[src/rtl/fir_filter_s25.sv]
// 16-tap symmetric fixed-coefficient FIR, fully pipelined, one sample per clock.
// Exposes the full 48-bit sum and a scaled, saturated 24-bit result.
module fir_filter_s25 #(
    parameter int unsigned OUT_SHIFT = 0
) (
    input  logic        clk,
    input  logic        reset,
    input  logic [23:0] inputData,
    output logic [23:0] outputData,
    output logic [47:0] sum_stage
);

    localparam int NumTaps = 16;

    // h = 1..8, 8..1
    function automatic logic signed [47:0] coef(input int k);
        return (k < 8) ? 48'(k + 1) : 48'(16 - k);
    endfunction

    logic signed [23:0] x_q    [NumTaps];
    logic signed [47:0] prod_d [NumTaps];
    logic signed [47:0] prod_q [NumTaps];
    logic signed [47:0] l1_d   [8];
    logic signed [47:0] l1_q   [8];
    logic signed [47:0] l2_d   [4];
    logic signed [47:0] l2_q   [4];
    logic signed [47:0] l3_d   [2];
    logic signed [47:0] l3_q   [2];
    logic signed [47:0] sum_d;
    logic signed [47:0] sum_q;
    logic signed [47:0] shifted;
    logic        [23:0] out_d;
    logic        [23:0] out_q;

    // Stage 0: input register and delay line
    always_ff @(posedge clk or negedge reset) begin
        if (!reset) begin
            for (int k = 0; k < NumTaps; k++) begin
                x_q[k] <= '0;
            end
        end else begin
            x_q[0] <= $signed(inputData);
            for (int k = 1; k < NumTaps; k++) begin
                x_q[k] <= x_q[k-1];
            end
        end
    end

    // Stage 1: products, sign-extended to full precision
    always_comb begin
        for (int k = 0; k < NumTaps; k++) begin
            prod_d[k] = 48'(x_q[k]) * coef(k);
        end
    end

    always_ff @(posedge clk or negedge reset) begin
        if (!reset) begin
            for (int k = 0; k < NumTaps; k++) begin
                prod_q[k] <= '0;
            end
        end else begin
            for (int k = 0; k < NumTaps; k++) begin
                prod_q[k] <= prod_d[k];
            end
        end
    end

    // Stages 2-5: registered adder tree, wraps modulo 2^48
    always_comb begin
        for (int i = 0; i < 8; i++) begin
            l1_d[i] = prod_q[2*i] + prod_q[2*i+1];
        end
        for (int i = 0; i < 4; i++) begin
            l2_d[i] = l1_q[2*i] + l1_q[2*i+1];
        end
        for (int i = 0; i < 2; i++) begin
            l3_d[i] = l2_q[2*i] + l2_q[2*i+1];
        end
        sum_d = l3_q[0] + l3_q[1];
    end

    always_ff @(posedge clk or negedge reset) begin
        if (!reset) begin
            for (int i = 0; i < 8; i++) begin
                l1_q[i] <= '0;
            end
            for (int i = 0; i < 4; i++) begin
                l2_q[i] <= '0;
            end
            for (int i = 0; i < 2; i++) begin
                l3_q[i] <= '0;
            end
            sum_q <= '0;
        end else begin
            for (int i = 0; i < 8; i++) begin
                l1_q[i] <= l1_d[i];
            end
            for (int i = 0; i < 4; i++) begin
                l2_q[i] <= l2_d[i];
            end
            for (int i = 0; i < 2; i++) begin
                l3_q[i] <= l3_d[i];
            end
            sum_q <= sum_d;
        end
    end

    // Stage 6: arithmetic scale then clamp to the 24-bit signed range
    always_comb begin
        shifted = sum_q >>> OUT_SHIFT;
        if (shifted > 48'sd8388607) begin
            out_d = 24'h7f_ffff;
        end else if (shifted < -48'sd8388608) begin
            out_d = 24'h80_0000;
        end else begin
            out_d = shifted[23:0];
        end
    end

    always_ff @(posedge clk or negedge reset) begin
        if (!reset) begin
            out_q <= '0;
        end else begin
            out_q <= out_d;
        end
    end

    assign sum_stage  = sum_q;
    assign outputData = out_q;

endmodule

[config.mk]
export PLATFORM = sky130hd
export DESIGN_NAME = fir_filter_s25
export DESIGN_NICKNAME = d
export VERILOG_FILES = /design/src/rtl/fir_filter_s25.sv
export SDC_FILE = /design/constraint.sdc
export NUM_CORES = 2
export LEC_CHECK = 0
export CAP_MARGIN = 20
export CORE_MARGIN = 1.5
export CORE_UTILIZATION = 25
export DETAILED_ROUTE_END_ITERATION = 6
export GPL_TIMING_DRIVEN = 0
export SLEW_MARGIN = 10
export SYNTH_ARGS = -nofsm -noshare
export SYNTH_HDL_FRONTEND = slang
export SYNTH_SLANG_ARGS = --single-unit
[constraint.sdc]
create_clock -name clk -period 5.15 [get_ports clk]
set_clock_uncertainty 0.1 [all_clocks]
set_input_delay 1.03 -clock clk [delete_from_list [all_inputs] [get_ports clk]]
set_output_delay 1.03 -clock clk [all_outputs]
set_load 0.05 [all_outputs]
==> out/summary.txt <==
outcome = complete, but fails checks
failing checks = design-rule violations
Startpoint Class = flip-flop
Critical Path RT = 5.72 ns
number of max-cap violations = 0
Comb pwr share = 53.3%
critical-path maximum fanout = 5
NumNets Final = 7410
num rows = 189
Primary FF master, synth = dfrtp_1
largest net degree at the start of global routing = 156
initial core utilization = 25.1%
fmax = 0.218 GHz
DR vias = 46200
Max clock buf depth = 3
HPWL after DPL = 120000 µm
post-layout min period = 4.59 ns
RSZ-0062 raised after global routing = false
Worst R2R Setup Slack = 0.56 ns
Die ar. = 270000 µm²
Net Switching = 22.8 mW
Setup Fix Bufs, Post-CTS = 0
Peak VDD IR = 0.358 mV
FF-to-FF Start = prod_q[341]
Filler cells = 27100
Synth cell types = 94
initial antenna violation count = 7
most frequent cells in the layout = 1195 x dfrtp_1, 864 x ha_1, 528 x a21oi_1
Tcrit/Tclk final = 89.2%
Routability Congestion = 0.886
TritonCTS Buffers = 139
post-route ant nets = 0
Layout area overhead = 15.7%
Seq pwr share = 27.1%
Worst Reg-to-Reg Cells = 16
Resize count post-CTS = 0
P_leak = 36.1 nW
Setup violations, final = 0
Setup TNS Final = 0 ns
IO Count = 98
share of layout cells above drive strength 1 = 4.98%
synthesized netlist cell count = 6208
WP data arrival = 5.16 ns
Worst-path clk slew = 0.06 ns
cell area after layout = 77200 µm²
clock root buffer = clkbuf_16
post-synthesis average cell area = 10.7 µm²
Vias/cell = 4.57
routed wire length = 155000 µm
vias in the first global route = 48300
Core Region = 265000 µm²
fraction of the yosys area taken by sequential cells = 44.8%
Reg-to-Reg End = prod_q[314]
placed inst area = 72400 µm²
Die Y = 520 µm
Setup crit start = prod_q[341]
CTS H-Tree Depth = 4
drt drc = 18
PD cells = 681 nW/µm²
Async SR Flop Fraction = 100%
post-DR wirelength/cell = 15.4 µm
Clock power frac = 19.6%
leading cell type in the layout, fill and taps excluded = dfrtp_1
Ys Warns = 0
Util after Layout = 29.1%
# hold bufs at CTS = 0
drt first pass iters = 7
TritonCTS clock tree = built
CP Capture Type = flip-flop
Die X = 520 µm
post-synth net total = 7163
max-slew violations = 0
crit path capture = prod_q[314]
initial DRC count = 2825
Sequential Area = 29900 µm²
Final Hold Fails = 0
sw frac = 43.4%
GRT Resource Usage Total = 11.5%
port bufs = 97
internal power = 29.8 mW
Worst Max-Slew Pin Slew = 1.04 ns
Setup CP Type = flip-flop to flip-flop
footprint of the multi-input gates = 34900 µm²
grt ovf = 0
cell area after synthesis = 66700 µm²
slew margin rel. = 29.7%
clk_lat worst skew = 0.79 ns
first-pass GRT wire length = 251000 µm
clock sinks = 1195
Post-synth EDFFs = 0
flops & latches, synth = 1195
worst hold path class = primary input to asynchronous set/reset pin
-- synthesized netlist by cell type, types with 67 or more instances --
| library cell | count | area [µm²] |
|---|---|---|
| a21oi_1 | 528 | 2640 |
| nor3_1 | 78 | 390 |
| clkbuf_1 | 77 | 289 |
| o21bai_1 | 85 | 638 |
| xor2_1 | 164 | 1440 |
| o21ai_0 | 260 | 1300 |
| nand2_1 | 330 | 1240 |
| xnor2_1 | 439 | 3840 |
| nand4_1 | 67 | 419 |
| o21a_1 | 81 | 608 |
| ha_1 | 864 | 10800 |
| nor2b_1 | 93 | 582 |
| a21o_1 | 349 | 2620 |
| dfrtp_1 | 1195 | 29900 |
| nand3_1 | 105 | 526 |
| nand2b_1 | 79 | 494 |
| inv_1 | 407 | 1530 |
| nor2_1 | 296 | 1110 |
-- sequential cells by signal (all words and copies together), names as in the netlist --
name        flops
prod_q        405
l1_q          262
x_q           206
l2_q          154
l3_q           96
sum_stage      48
outputData     24
-- cell type report --
class / instances / share of cell area (%)
antenna: 2 / 0.00649
buffer: 95 / 0.483
clock buffer: 191 / 5.14
clock inverter: 63 / 1.08
inverter: 407 / 1.98
multi-input combinational: 4511 / 45.2
sequential: 1195 / 38.8
tap: 3533 / 5.73
timing repair buffer: 106 / 1.60
-- stage by stage --
step                      std cells  worst slack, ns  total power [mW]  hold slack (ns)
after global routing          10100            0.187              56.5            0.124
after detailed placement       9847            0.271              42.2            0.235
after CTS                     10100            0.547              52.9           0.0893
after floorplan                6208             1.31              34.0            0.231
final                         10100            0.557              52.6            0.106
after global placement         9838           -51.12              41.8            0.231
-- power by group through the flow --
stage                     registers [mW]  clock network (mW)  logic (mW)
after CTS                           14.3                10.6        28.0
after global placement              14.6                   0        27.2
after floorplan                     14.5                   0        19.5
final                               14.2                10.3        28.0
after global routing                14.5                11.0        30.9
after detailed placement            14.4                   0        27.7
-- cell families after synthesis --
family	share of synthesized area (%)
simple gates	9.05
buf+inv	2.85
compound gates	17.1
flops	44.8
fa+ha+maj	18.2
mux	0.0750
xor+xnor	7.92
-- layer usage --
layer	routed length, µm	track usage, %	share of wire (%)
met1	71900	15.1	46
met2	72300	19.1	47
met3	6260	1.83	4.0
met4	4780	4.28	3.1
met5	14	0	0.0090
-- worst min-delay path by stage --
stage / end / depth (start not counted) / slack, ns
4_1_cts: x_q[383] / 1 / 0.09
3_3_place_gp: prod_q[62] / 0 / 0.23
5_1_grt: x_q[383] / 1 / 0.12
3_5_place_dp: l1_q[289] / 0 / 0.23
6_report: x_q[383] / 1 / 0.11
2_1_floorplan: l1_q[0] / 0 / 0.23
-- worst max-delay path, stage by stage, from the launching register on --
cell and delay (ns):
dfrtp_1 0.48, ha_1 0.33, inv_1 0.05, fa_1 0.49, inv_1 0.04, ha_1 0.33, nor2b_1 0.15, o21a_1 0.19
o21ai_1 0.20, a21oi_1 0.18, a2111oi_0 0.69, o21ai_0 0.27, a21o_1 0.22, a21o_1 0.24, a21oi_1 0.27, o21bai_1 0.13
xor2_1 0.15
Power figures use the tool's default switching activity.
